$ cat config.mk
export PLATFORM = sky130hd
export DESIGN_NAME = hash_store_sequencer
export DESIGN_NICKNAME = d
export VERILOG_FILES = /design/src/rtl/hash_store_sequencer.sv
export SDC_FILE = /design/constraint.sdc
export NUM_CORES = 1
export LEC_CHECK = 0
export CAP_MARGIN = 20
export CORE_MARGIN = 2
export CORE_UTILIZATION = 31
export CTS_CLUSTER_DIAMETER = 120
export DETAILED_ROUTE_END_ITERATION = 8
export HOLD_SLACK_MARGIN = 0.02
export PLACE_DENSITY = 0.6
export SLEW_MARGIN = 20
export SYNTH_ARGS = -nofsm -noshare
export SYNTH_HDL_FRONTEND = slang
export SYNTH_SLANG_ARGS = --single-unit
$ cat constraint.sdc
create_clock -name clock -period 5.6 [get_ports clock]
set_input_delay 0.56 -clock clock [delete_from_list [all_inputs] [get_ports clock]]
set_output_delay 0.56 -clock clock [all_outputs]
set_load 0.02 [all_outputs]
$ cat src/rtl/hash_store_sequencer.sv
// Streams a captured digest to word-addressed memory, one word per accepted write.
// Word order, byte swap and geometry are parameters; abort cancels, done pulses at the end.
module hash_store_sequencer #(
  parameter int WORD_W     = 32,
  parameter int NUM_WORDS  = 8,
  parameter int ADDR_W     = 8,
  parameter int WORD_ORDER = 1,
  parameter int BYTE_SWAP  = 0
) (
  input  logic                               clock,
  input  logic                               reset,
  input  logic                               start,
  input  logic                               abort,
  input  logic [WORD_W*NUM_WORDS-1:0]        hash_vector,
  input  logic [ADDR_W-1:0]                  base_addr,
  input  logic                               h_ready,
  output logic                               h_write,
  output logic [WORD_W-1:0]                  h_data,
  output logic [ADDR_W-1:0]                  h_addr,
  output logic                               busy,
  output logic                               done,
  output logic [$clog2(NUM_WORDS+1)-1:0]     words_done
);

  localparam int IDX_W = $clog2(NUM_WORDS);
  localparam int CNT_W = $clog2(NUM_WORDS+1);

  typedef enum logic [1:0] {S_IDLE, S_WRITE, S_DONE} state_t;

  state_t                        state, state_nxt;
  logic [IDX_W-1:0]              idx, idx_nxt;
  logic [WORD_W*NUM_WORDS-1:0]   shadow, shadow_nxt;
  logic                          h_write_nxt, busy_nxt, done_nxt;
  logic [WORD_W-1:0]             h_data_nxt;
  logic [ADDR_W-1:0]             h_addr_nxt;
  logic [CNT_W-1:0]              words_done_nxt;
  logic                          xfer;

  function automatic logic [WORD_W-1:0] pick_word(input logic [WORD_W*NUM_WORDS-1:0] vec,
                                                  input int k);
    logic [WORD_W-1:0] w;
    logic [WORD_W-1:0] s;
    if (WORD_ORDER != 0) w = vec[(NUM_WORDS-1-k)*WORD_W +: WORD_W];
    else                 w = vec[k*WORD_W +: WORD_W];
    s = w;
    if (BYTE_SWAP != 0)
      for (int b = 0; b < WORD_W/8; b++) s[b*8 +: 8] = w[WORD_W-8-b*8 +: 8];
    return s;
  endfunction

  assign xfer = h_write && h_ready;

  always_ff @(posedge clock) begin
    if (reset) begin
      state      <= S_IDLE;
      idx        <= '0;
      shadow     <= '0;
      h_write    <= 1'b0;
      h_data     <= '0;
      h_addr     <= '0;
      busy       <= 1'b0;
      done       <= 1'b0;
      words_done <= '0;
    end else begin
      state      <= state_nxt;
      idx        <= idx_nxt;
      shadow     <= shadow_nxt;
      h_write    <= h_write_nxt;
      h_data     <= h_data_nxt;
      h_addr     <= h_addr_nxt;
      busy       <= busy_nxt;
      done       <= done_nxt;
      words_done <= words_done_nxt;
    end
  end

  always_comb begin
    state_nxt      = state;
    idx_nxt        = idx;
    shadow_nxt     = shadow;
    h_write_nxt    = h_write;
    h_data_nxt     = h_data;
    h_addr_nxt     = h_addr;
    done_nxt       = 1'b0;
    words_done_nxt = words_done;
    case (state)
      S_IDLE: begin
        // word 0 comes straight from the input since the shadow loads on this same edge
        if (start) begin
          state_nxt      = S_WRITE;
          shadow_nxt     = hash_vector;
          idx_nxt        = '0;
          words_done_nxt = '0;
          h_write_nxt    = 1'b1;
          h_data_nxt     = pick_word(hash_vector, 0);
          h_addr_nxt     = base_addr;
        end
      end
      S_WRITE: begin
        if (xfer) words_done_nxt = words_done + CNT_W'(1);
        if (abort) begin
          state_nxt   = S_IDLE;
          h_write_nxt = 1'b0;
        end else if (xfer) begin
          if (idx == IDX_W'(NUM_WORDS-1)) begin
            state_nxt   = S_DONE;
            h_write_nxt = 1'b0;
            done_nxt    = 1'b1;
          end else begin
            idx_nxt    = idx + IDX_W'(1);
            h_data_nxt = pick_word(shadow, int'(idx) + 1);
            h_addr_nxt = h_addr + ADDR_W'(1);
          end
        end
      end
      S_DONE: state_nxt = S_IDLE;
      default: state_nxt = S_IDLE;
    endcase
    busy_nxt = (state_nxt != S_IDLE);
  end

endmodule

==> results.md <==
- The synthesized instance count is 1499.
- The number of optimization iterations in the first detailed-route pass is 5.
- Power comes to between 5 and 6 mW.
- The via count of the first global-routing pass came to 11200.
- The post-route setup TNS is 0 ns.
- The worst endpoint required time is 5.98 ns.
- The met3 track utilization from global routing is around 3.5%.
- The clock period minus final worst setup slack is 3.26 ns.
- At the pin with the least slew margin, the transition time is 1.12 ns.
- The cts-stage hold buffer count is 0.
- The flow ran to the end, and the final reports show no timing, DRC or antenna violations.
- From synthesis to final layout, the design area changed by 35.3%.
- The share of flip-flops with an asynchronous set or reset after synthesis is 0%.
- In this run the static leakage power is 6.23 nW.
- The maximum fanout along the worst path is 64.
- Dividing the final minimum period by the clock period gives about three fifths.
- The core region is roughly 42000 um2.
- The met2 capacity usage during global routing is 29.8%.
- Entering global routing, the biggest net connects ~150 pins.
- The startpoint identified for the worst register-to-register timing path is idx[0].
- Measured along the y axis, the die boundary spans around 210 um.
- The total via count in the routed design is 11500.
- For this run, the total global-route usage over all layers was measured as a little under a fifth.
- Sequential elements use between 40% and 50% of the synthesized area.
- The detailed placer's ending HPWL is 29100 um.
- Counting cells, the worst reg-to-reg path comes to 6.
- The clock latency on the worst-skew pair is approximately 0.53 ns.
- The die covers 44100 um2.
- Setup slack on the worst reg-to-reg path comes out at 2.34 ns.
- The met1 usage is a little over a quarter.
- The number of port buffers is about 320.
- The starting density of the core is roughly a third.
- The average routed wire per standard cell is 18.8 um.
- Tracing the worst setup path back leads to its startpoint at idx[0].
- Setup violations remaining at the end of the flow were counted as 0.
- The worst hold path begins at shadow[45].
- STA classifies the critical path startpoint as a flip-flop.
- The prevailing post-synth register cell is sky130_fd_sc_hd__dfxtp_1.
- Setup repair after global routing left no endpoint under its margin.
- The number of gates resized after CTS was 0.
- Synthesis instantiated 42 different standard cells from the library.
- The number of core rows is 75.
- The number of remaining DRC errors is 0.
- The layout has approximately 4100 filler cells.
- The via-per-instance ratio is 5.02.
- The worst setup skew after layout is about 0.014 ns.
- The first global-routing pass estimated 65300 um of wire.
- The number of ports placed on the die boundary is approximately 320.
- In this run, the number of DRC markers left after iteration 0 of detailed routing was 1004.
- For this design the ratio of total power to cell area is 309 nW/um2.
- TritonCTS built the clock tree.
- The buffer cell driving the clock tree root is sky130_fd_sc_hd__clkbuf_16.
- After detailed routing, the total wire length is roughly 43000 um.
- The TritonCTS buffer count is 36.
- The capture instance of the worst register-to-register path is h_data[30].
- The critical path ends at h_data[30].
- The register bit count reported by yosys is 308.
- The ratio of cells with drive above 1 in the final layout is under 10%.
- The number of clock sinks is 308.
- The worst slew margin relative to its limit is about a quarter.
- The path type of the worst min-delay path is flip-flop to flip-flop.
- The most utilized layer in the global route result is met2.
- Dividing the synthesized area by the synthesized cell count gives 8.78 um2.
- The max-slew violation count is 0.
- In this run, synthesis inferred 0 flip-flops with an integrated enable.
- The highest achievable clock rate is 307 MHz.
- The level count of the clock H-tree is 2.
- Across the VDD grid, the largest voltage drop is 0.184 mV.
- The kind of end point of the critical path is a flip-flop.
- The number of synthesis warnings is 0.
- The register clock-pin slew on the reported worst setup and hold paths is 0.06 ns.
- The number of antenna violations at the first check in global routing came to 3.
- The total nets after synthesis is about 1800.
- The data arrival time of the worst path is about 3.6 ns.
- After clock tree synthesis, the setup repair step added 0 buffers.
- The critical path in this run is classified as flip-flop to flip-flop.
- Summed over all layers, the global routing overflow is 0.
- The final hold violation count came to 0.
- The die is approximately 210 um wide.
- The post-detailed-route count of antenna-violating nets is 0.
- The final weighted congestion in routability-driven placement is between 0.8 and 0.9.
- The tool flagged a number of max-cap violations equal to 0.
- The maximum clock insertion buffer count is 3.
- The synthesized area is 13200 um2.
- The number of nets in the final layout is 2012.
## state kept, by name, indices dropped and copies added (netlist names)
name / count
h_write: 1
h_addr: 8
busy: 1
idx: 3
shadow: 256
h_data: 32
done: 1
state: 2
words_done: 4
## per-stage QoR
stage / cell area, um2 / setup WS [ns] / std cells / hold slack [ns] / util [%]
finish: 17800 / 2.34 / 2297 / 0.450 / 42.4
global route: 17800 / 2.22 / 2296 / 0.467 / 42.4
CTS: 17800 / 2.28 / 2296 / 0.453 / 42.4
global placement: 16600 / 2.31 / 2237 / 0.439 / 39.6
floorplan: 13200 / 3.51 / 1499 / 0.433 / -
detailed placement: 16600 / 2.30 / 2238 / 0.446 / 39.6
## power by group
part           internal [mW]  total, mW  switching [mW]
logic                  0.354      0.722           0.368
registers               2.32       2.40          0.0730
clock network           1.45       2.39           0.932
total                   4.13       5.51            1.37
## per-layer routing
| layer | routed length [um] | vias up |
|---|---|---|
| li1 | - | 5607 |
| met1 | 20100 | 5537 |
| met2 | 19400 | 322 |
| met3 | 2610 | 60 |
| met4 | 1090 | 4 |
| met5 | 30 | - |
## cells in the final DEF (no fill, tap or decap), types with 13 or more instances in the layout
cell	count
sky130_fd_sc_hd__mux2i_1	34
sky130_fd_sc_hd__dfxtp_1	307
sky130_fd_sc_hd__mux4_2	64
sky130_fd_sc_hd__a21oi_1	270
sky130_fd_sc_hd__nor2_1	13
sky130_fd_sc_hd__nand3b_1	34
sky130_fd_sc_hd__o221ai_2	30
sky130_fd_sc_hd__clkdlybuf4s50_1	314
sky130_fd_sc_hd__nand2_1	556
sky130_fd_sc_hd__clkbuf_16	37
## Yosys cell counts (2+ instances only)
master                     instances  area [um2]
sky130_fd_sc_hd__clkbuf_1         68         255
sky130_fd_sc_hd__buf_6             3        33.8
sky130_fd_sc_hd__nand3_1           8        40.0
sky130_fd_sc_hd__nor2_1           14        52.6
sky130_fd_sc_hd__o221ai_2         30         450
sky130_fd_sc_hd__buf_2            39         195
sky130_fd_sc_hd__mux4_2           64        1440
sky130_fd_sc_hd__nand2b_1          4        25.0
sky130_fd_sc_hd__dfxtp_1         308        6170
sky130_fd_sc_hd__nand2_1         557        2090
sky130_fd_sc_hd__buf_1            14        52.6
sky130_fd_sc_hd__xnor2_1           2        17.5
sky130_fd_sc_hd__mux2i_1          34         340
sky130_fd_sc_hd__a21o_1            5        37.5
sky130_fd_sc_hd__ha_1              6        75.1
sky130_fd_sc_hd__inv_1             2        7.51
sky130_fd_sc_hd__buf_4             3        22.5
sky130_fd_sc_hd__a211oi_1          2        15.0
sky130_fd_sc_hd__nand3b_1         34         255
sky130_fd_sc_hd__and3_1            2        12.5
sky130_fd_sc_hd__a21oi_1         270        1350
sky130_fd_sc_hd__o21ai_0           4        20.0
sky130_fd_sc_hd__o221ai_1          2        17.5
sky130_fd_sc_hd__nor3_1            6        30.0
## final cells by class
type                       count  area, um2  share of cell area (%)
sequential                   308       6170                    34.6
tap                          539        674                    3.79
inverter                       2       7.51                  0.0422
clock inverter                 8        144                   0.808
multi-input combinational   1062       6480                    36.4
clock buffer                  50       1020                    5.76
antenna                        1       2.50                  0.0141
timing repair buffer         327       3300                    18.5
## worst min-delay path by stage
| stage | cells after the start | slack [ns] | endpoint |
|---|---|---|---|
| 2_1_floorplan | 2 | 0.43 | shadow[100] |
| 3_3_place_gp | 2 | 0.44 | shadow[211] |
| 3_5_place_dp | 2 | 0.45 | shadow[34] |
| 4_1_cts | 2 | 0.45 | shadow[34] |
| 5_1_grt | 2 | 0.47 | shadow[45] |
| 6_report | 2 | 0.45 | shadow[45] |
## logic make-up (layout without fill, tap and decap cells)
logic type,count (synthesis),in the layout,synth area share (%)
flip-flops,308,308,46.9
multiplexers,98,98,13.5
adder cells (fa/ha/maj),6,6,0.571
other,0,1,0
XOR/XNOR,2,2,0.133
AO/OA/AOI/OAI,322,322,15.0
buffers and inverters,129,387,4.31
AND/OR/NAND/NOR,634,634,19.6
## critical path, stage by stage (launching register included)
cell and delay (ns):
sky130_fd_sc_hd__dfxtp_2 0.35, sky130_fd_sc_hd__buf_4 0.58, sky130_fd_sc_hd__ha_1 0.31, sky130_fd_sc_hd__ha_4 0.88, sky130_fd_sc_hd__mux4_2 0.60, sky130_fd_sc_hd__mux2i_1 0.22, sky130_fd_sc_hd__o221ai_2 0.13
Note: power is estimated with default switching activity, not from simulation.
